### src/rtl/fft_result_sink_pkg.sv
// Shared definitions for the FFT result sink: capture FSM state encoding.
package fft_result_sink_pkg;

    typedef enum logic [1:0] {
        ST_IDLE     = 2'd0,
        ST_CAPTURE  = 2'd1,
        ST_WAIT_LOW = 2'd2
    } sink_state_t;

endpackage

### src/rtl/fft_result_sink_mag.sv
// Registered |I|+|Q| stage for one bin; a side tag travels alongside the magnitude.
module fft_mag_abs #(
    parameter int DATA_WIDTH = 8,
    parameter int TAG_W      = 1
) (
    input  logic                    clk,
    input  logic                    rst_n,
    input  logic                    vld_i,
    input  logic [2*DATA_WIDTH-1:0] iq_i,
    input  logic [TAG_W-1:0]        tag_i,
    output logic                    vld_o,
    output logic [DATA_WIDTH:0]     mag_o,
    output logic [TAG_W-1:0]        tag_o
);
    localparam int DW = DATA_WIDTH;

    logic [DW-1:0] i_s, q_s, abs_i, abs_q;
    logic [DW:0]   mag_d, mag_q;
    logic          vld_q;
    logic [TAG_W-1:0] tag_q;

    // Unsigned DW-bit magnitude: the most negative value maps to 2^(DW-1) exactly.
    always_comb begin
        i_s   = iq_i[2*DW-1:DW];
        q_s   = iq_i[DW-1:0];
        abs_i = i_s[DW-1] ? (~i_s + 1'b1) : i_s;
        abs_q = q_s[DW-1] ? (~q_s + 1'b1) : q_s;
        mag_d = {1'b0, abs_i} + {1'b0, abs_q};
    end

    always_ff @(posedge clk or negedge rst_n) begin
        if (!rst_n) begin
            vld_q <= 1'b0;
            mag_q <= '0;
            tag_q <= '0;
        end else begin
            vld_q <= vld_i;
            mag_q <= mag_d;
            tag_q <= tag_i;
        end
    end

    assign vld_o = vld_q;
    assign mag_o = mag_q;
    assign tag_o = tag_q;
endmodule

### src/rtl/fft_result_sink.sv
// Captures FFT output frames into a ping-pong bin buffer, tracks the peak |I|+|Q| bin
// and serves the last committed frame through a 1-cycle-latency read port.
module fft_result_sink
    import fft_result_sink_pkg::*;
#(
    parameter int N          = 64,
    parameter int DATA_WIDTH = 8,
    parameter int EXCLUDE_DC = 0
) (
    input  logic                              clk,
    input  logic                              rst_n,
    input  logic                              in_fft_data_flag,
    input  logic [2*DATA_WIDTH-1:0]           in_fft_data,
    input  logic                              rd_en,
    input  logic [$clog2(N/2)-1:0]            rd_addr,
    output logic [2*DATA_WIDTH-1:0]           rd_data,
    output logic                              rd_valid,
    output logic                              frame_done,
    output logic [$clog2(N/2)-1:0]            peak_bin,
    output logic [DATA_WIDTH:0]               peak_mag,
    output logic                              frame_err,
    output logic                              busy
);
    localparam int DW     = DATA_WIDTH;
    localparam int NB     = N / 2;
    localparam int BIN_AW = $clog2(NB);
    localparam logic [BIN_AW-1:0] LAST_IDX  = BIN_AW'(NB - 1);
    localparam logic [BIN_AW-1:0] FIRST_IDX = (EXCLUDE_DC != 0) ? BIN_AW'(1) : '0;

    sink_state_t       state_q, state_d;
    logic [BIN_AW-1:0] idx_q, idx_d;
    logic              flag_q;
    logic              wr_en, wr_last, err_d, err_q;

    always_comb begin
        state_d = state_q;
        idx_d   = idx_q;
        wr_en   = 1'b0;
        wr_last = 1'b0;
        err_d   = 1'b0;
        case (state_q)
            ST_IDLE: begin
                if (in_fft_data_flag && !flag_q) begin
                    wr_en   = 1'b1;
                    idx_d   = idx_q + 1'b1;
                    state_d = ST_CAPTURE;
                end
            end
            ST_CAPTURE: begin
                if (in_fft_data_flag) begin
                    wr_en = 1'b1;
                    if (idx_q == LAST_IDX) begin
                        wr_last = 1'b1;
                        idx_d   = '0;
                        state_d = ST_WAIT_LOW;
                    end else begin
                        idx_d = idx_q + 1'b1;
                    end
                end else begin
                    // Flag dropped mid-frame: abandon the partial frame.
                    err_d   = 1'b1;
                    idx_d   = '0;
                    state_d = ST_IDLE;
                end
            end
            ST_WAIT_LOW: begin
                if (!in_fft_data_flag) state_d = ST_IDLE;
            end
            default: state_d = ST_IDLE;
        endcase
    end

    always_ff @(posedge clk or negedge rst_n) begin
        if (!rst_n) begin
            state_q <= ST_IDLE;
            idx_q   <= '0;
            flag_q  <= 1'b0;
            err_q   <= 1'b0;
        end else begin
            state_q <= state_d;
            idx_q   <= idx_d;
            flag_q  <= in_fft_data_flag;
            err_q   <= err_d;
        end
    end

    // S1: register the accepted bin with its index and end-of-frame marker.
    logic              s1_vld_q, s1_last_q;
    logic [2*DW-1:0]   s1_iq_q;
    logic [BIN_AW-1:0] s1_idx_q;

    always_ff @(posedge clk or negedge rst_n) begin
        if (!rst_n) begin
            s1_vld_q  <= 1'b0;
            s1_last_q <= 1'b0;
            s1_iq_q   <= '0;
            s1_idx_q  <= '0;
        end else begin
            s1_vld_q  <= wr_en;
            s1_last_q <= wr_last;
            s1_iq_q   <= in_fft_data;
            s1_idx_q  <= idx_q;
        end
    end

    logic              s2_vld;
    logic [DW:0]       s2_mag;
    logic [BIN_AW:0]   s2_tag;
    logic [BIN_AW-1:0] s2_idx;
    logic              s2_last;

    fft_mag_abs #(.DATA_WIDTH(DW), .TAG_W(BIN_AW + 1)) u_mag (
        .clk   (clk),
        .rst_n (rst_n),
        .vld_i (s1_vld_q),
        .iq_i  (s1_iq_q),
        .tag_i ({s1_last_q, s1_idx_q}),
        .vld_o (s2_vld),
        .mag_o (s2_mag),
        .tag_o (s2_tag)
    );

    assign s2_idx  = s2_tag[BIN_AW-1:0];
    assign s2_last = s2_tag[BIN_AW];

    // Running max: first eligible bin seeds it, strictly-greater keeps the lowest index on ties.
    logic [DW:0]       max_mag_q, best_mag;
    logic [BIN_AW-1:0] max_idx_q, best_idx;
    logic [DW:0]       peak_mag_q;
    logic [BIN_AW-1:0] peak_bin_q;
    logic              eligible, take, commit, wbank_q, wsel;

    always_comb begin
        eligible = s2_vld && !((EXCLUDE_DC != 0) && (s2_idx == '0));
        take     = eligible && ((s2_idx == FIRST_IDX) || (s2_mag > max_mag_q));
        best_mag = take ? s2_mag : max_mag_q;
        best_idx = take ? s2_idx : max_idx_q;
        commit   = s2_vld && s2_last;
        // A new frame may start in the commit cycle; it must land in the freed bank.
        wsel     = wbank_q ^ commit;
    end

    always_ff @(posedge clk or negedge rst_n) begin
        if (!rst_n) begin
            max_mag_q  <= '0;
            max_idx_q  <= '0;
            peak_mag_q <= '0;
            peak_bin_q <= '0;
            wbank_q    <= 1'b0;
        end else begin
            max_mag_q <= best_mag;
            max_idx_q <= best_idx;
            if (commit) begin
                peak_mag_q <= best_mag;
                peak_bin_q <= best_idx;
                wbank_q    <= ~wbank_q;
            end
        end
    end

    logic [2*DW-1:0] mem0 [NB];
    logic [2*DW-1:0] mem1 [NB];

    always_ff @(posedge clk) begin
        if (wr_en && !wsel) mem0[idx_q] <= in_fft_data;
    end

    always_ff @(posedge clk) begin
        if (wr_en && wsel) mem1[idx_q] <= in_fft_data;
    end

    // Read bank is the one not being written; sampled before any swap this cycle.
    logic [2*DW-1:0] rd_data_q;
    logic            rd_valid_q;

    always_ff @(posedge clk or negedge rst_n) begin
        if (!rst_n) begin
            rd_data_q  <= '0;
            rd_valid_q <= 1'b0;
        end else begin
            rd_valid_q <= rd_en;
            if (rd_en) rd_data_q <= wbank_q ? mem0[rd_addr] : mem1[rd_addr];
        end
    end

    assign rd_data    = rd_data_q;
    assign rd_valid   = rd_valid_q;
    assign frame_done = commit;
    assign frame_err  = err_q;
    assign peak_bin   = peak_bin_q;
    assign peak_mag   = peak_mag_q;
    assign busy       = (state_q != ST_IDLE);
endmodule

### config.mk
export PLATFORM = sky130hd
export DESIGN_NAME = fft_result_sink
export DESIGN_NICKNAME = d
export VERILOG_FILES = /design/src/rtl/fft_result_sink_pkg.sv /design/src/rtl/fft_result_sink_mag.sv /design/src/rtl/fft_result_sink.sv
export SDC_FILE = /design/constraint.sdc
export NUM_CORES = 1
export LEC_CHECK = 0
export BUFFER_PORTS_ARGS = -buffer_cell sky130_fd_sc_hd__buf_2
export CORE_MARGIN = 5
export CORE_UTILIZATION = 65
export DETAILED_ROUTE_END_ITERATION = 7
export GPL_ROUTABILITY_DRIVEN = 0
export GPL_TIMING_DRIVEN = 0
export HOLD_SLACK_MARGIN = 0.06
export PLACE_DENSITY = 0.82
export SLEW_MARGIN = 20
export SYNTH_ARGS = -nofsm -noshare
export SYNTH_HDL_FRONTEND = slang
export SYNTH_HIERARCHICAL = 1
export SYNTH_SLANG_ARGS = --single-unit
### constraint.sdc
create_clock -name clk -period 4.2 [get_ports clk]
set_input_delay 0.84 -clock clk [delete_from_list [all_inputs] [get_ports clk]]
set_output_delay 0.84 -clock clk [all_outputs]
set_load 0.02 [all_outputs]
==> impl_metrics.csv <==
group,metric,value,unit
clocking,htreeDepth,3,
synthesis,yosysTopAreaCell,"edfxtp_1",
timing,hold_violations,0,
synthesis,synth_fp_nets,2348,
clocking,clkSinkCount,1118,
timing,period_minus_slack,3.39,ns
place,dp.cells,3264,
cells_and_area,drive_above_1_share,22.9,%
setup_path,arrival,3.68,ns
hold_path,hold_path.class,"flip-flop to flip-flop",
cells_and_area,multi_input_area,0.0101,mm^2
synthesis,synth.most_common_cell,"edfxtp_1",
synthesis,synth-seq-area-share,75.5,%
synthesis,synth_compound_area_share,5.03,%
grt,grt_use_total,29.0,%
setup_path,required,4.49,ns
clocking,cts_made_buffers,105,
synthesis,synth_ff_type,"edfxtp_1",
timing,setup_viol,0,
cells_and_area,fin_nets,2550,
floorplan,coreArea,0.0670,mm^2
floorplan,io_pins,59,
route,met3WireLength,11700,um
synthesis,syn_area,0.0438,mm^2
clocking,cts_root_buf,"clkbuf_16",
synthesis,synth.area.mux_share,13.7,%
synthesis,synth_edf_count,1024,
floorplan,fp.dieW,270,um
grt,grt_pass1_wl,157000,um
route,met1_length,37000,um
setup_path,critPathBufInv,2,
synthesis,synth_area_leaders,"edfxtp_1 70%, mux4_2 7.5%, mux2i_1 5.5%, dfrtp_1 5.4%, a211oi_1 1.1%",
cells_and_area,finalInstanceArea,0.0496,mm^2
outcome,status,"finished, final reports clean",
route,route.met2.wl,51800,um
route,drc,0,
synthesis,synth_top_family_by_area,"multiplexers",
setup_path,crit_slowest_cell,"nor2_2",
place,io_buffer_count,56,
cells_and_area,final_cells,3469,
clocking,clkLatencyLatePin,0.68,ns
setup_path,crit_chain,"buf_4, buf_2, xnor2_1, nor2b_1, nand2_1, nor2_2",
setup_path,start_kind,"flip-flop",
synthesis,synth_cells,2298,
synthesis,yosys_warnings,6,
timing,worst-slew-pin-transition,1.24,ns
route,viasPerCell,6.89,
synthesis,synth_commonest_cells,"1024 x edfxtp_1, 239 x mux2i_1, 145 x mux4_2",
power,p_per_area,499,mW/mm^2
floorplan,die_h,270,um
synthesis,synth_xor_area_share,0.340,%
setup_path,path_max_fanout,16,
route,vias,23900,
route,drt_iter0_drc,3435,
clocking,cts_setup_buffers,0,
route,wl_per_cell,30.5,um
power,max-vdd-ir-drop,393,uV
grt,grt_pass1_vias,24200,
cells_and_area,seq_area,0.0331,mm^2
clocking,cts_buffer_depth,3,
clocking,hold_buffers,1,
timing,period_share,80.7,%
route,drt-total-wl,106000,um
grt,grt-ovfl-total,0,
synthesis,async_flop_share,8.41,%
clocking,cts_resized,0,
place,dp_hpwl,66400,um
timing,drv_slew,0,
clocking,cts_tree,"done",
route,drt_pass1_iterations,6,
cells_and_area,syn_to_final_growth,13.2,%
flow_run,maxCapViolCount,0,
floorplan,row_count,95,
timing,max_slew_margin,17.0,%
setup_path,critPathCaptureType,"flip-flop",
grt,grt_antenna_before_repair,6,
synthesis,synth_seq_cells,1118,
floorplan,dieArea,0.0727,mm^2
clocking,clk_pin_slew,0.06,ns
synthesis,yosysUniqueCellTypes,60,
synthesis,synth_top_area_share,70.2,%
route,highest_layer,"met5",
setup_path,crit_family,"simple AND/OR/NAND/NOR gates",
timing,fin_skew,0.0270,ns
setup_path,worstSetupPathType,"flip-flop to flip-flop",
floorplan,initial_utilization,65.4,%
cells_and_area,fillers,3526,
timing,fmax,0.295,GHz
synthesis,synthAdderAreaFrac,0.731,%
grt,grt_start_max_net_pins,69,
place,dpl_cell_area,0.0459,mm^2
power,leakage,16.9,nW
route,drtAntennaViolNets,0,
synthesis,synth-simple-area-share,2.94,%
synthesis,avgSynthCellArea,19.1,um^2
setup_path,cpPeakStageDelay,0.94,ns
timing,rsz0062_at_grt,"no",
[placed cells by master (no fill, tap or decap), types with 35 or more instances in the layout]
cell | Yosys | layout
a211oi_1 | 64 | 63
a21oi_1 | 42 | 42
a22oi_1 | 63 | 63
a31oi_1 | 45 | 45
buf_2 | 58 | 97
buf_6 | 15 | 35
clkbuf_1 | 40 | 50
clkbuf_16 | 0 | 109
dfrtp_1 | 94 | 94
edfxtp_1 | 1024 | 1024
mux2i_1 | 239 | 239
mux4_2 | 145 | 145
nor2_1 | 106 | 44
nor2_2 | 1 | 63
nor2b_1 | 40 | 40
[logic make-up after synthesis]
| logic type | after synthesis |
|---|---|
| AOI/OAI and AO/OA | 320 |
| xor gates and xnor gates | 17 |
| adders and majority gates | 25 |
| buffers and inverters | 148 |
| DFF | 1118 |
| muxes | 414 |
| and+or+nand+nor | 256 |
[stage by stage]
| stage | hold slack, ns | util [%] | TNS, ns | total power, mW | worst slack [ns] |
|---|---|---|---|---|---|
| floorplan | 0.331 | - | 0 | 14.0 | 1.08 |
| global placement | 0.337 | 67.4 | -6.10 | 14.7 | -0.382 |
| detailed placement | 0.336 | 68.4 | 0 | 14.9 | 0.368 |
| CTS | 0.339 | 74.0 | 0 | 24.8 | 0.899 |
| global route | 0.356 | 74.0 | 0 | 25.5 | 0.722 |
| finish | 0.340 | 74.0 | 0 | 24.8 | 0.810 |
[routing by layer]
layer | up-vias | track usage (%)
met3 | 280 | 5.48
met1 | 12100 | 38.9
met5 | - | 0
met4 | 4 | 13.2
met2 | 1785 | 47.3
li1 | 9769 | -
[worst paths after layout]
check,slack (ns),from,depth (start not counted),end
setup / recovery,0.81,wbank_q,6,mem1[24][8]
min in group asynchronous,0.62,rst_n,2,peak_mag[7]
max in group asynchronous,2.96,rst_n,3,rd_data[8]
setup reg to reg,0.81,wbank_q,6,mem1[24][8]
hold / removal,0.34,s1_idx_q[1],0,u_mag/tag_o[1]
hold reg to reg,0.34,s1_idx_q[1],0,u_mag/tag_o[1]
[area by class of cell]
class	instances	share of cell area (%)
diodes	4	0.0202
clock buffers	124	5.71
multi-input cells	1032	20.4
flip-flops and latches	1118	66.7
repair buffers	95	1.66
plain buffers	125	1.37
well taps	873	2.20
clock inverters	75	1.76
inverters	23	0.174
[where the power goes]
part	internal [mW]	switching, mW	total (mW)
registers	12.5	0.201	12.7
clock network	5.95	4.12	10.1
logic	0.686	1.35	2.04
total	19.1	5.67	24.8
[registers in the layout, indices dropped and copies added, names as in the netlist, 6 cells and up]
name         count
max_mag_q        9
mem0           512
mem1           512
peak_mag         9
rd_data         16
s1_iq_q         16
u_mag/mag_o      9
u_mag/tag_o      6
Note: power is estimated with default switching activity, not from simulation.
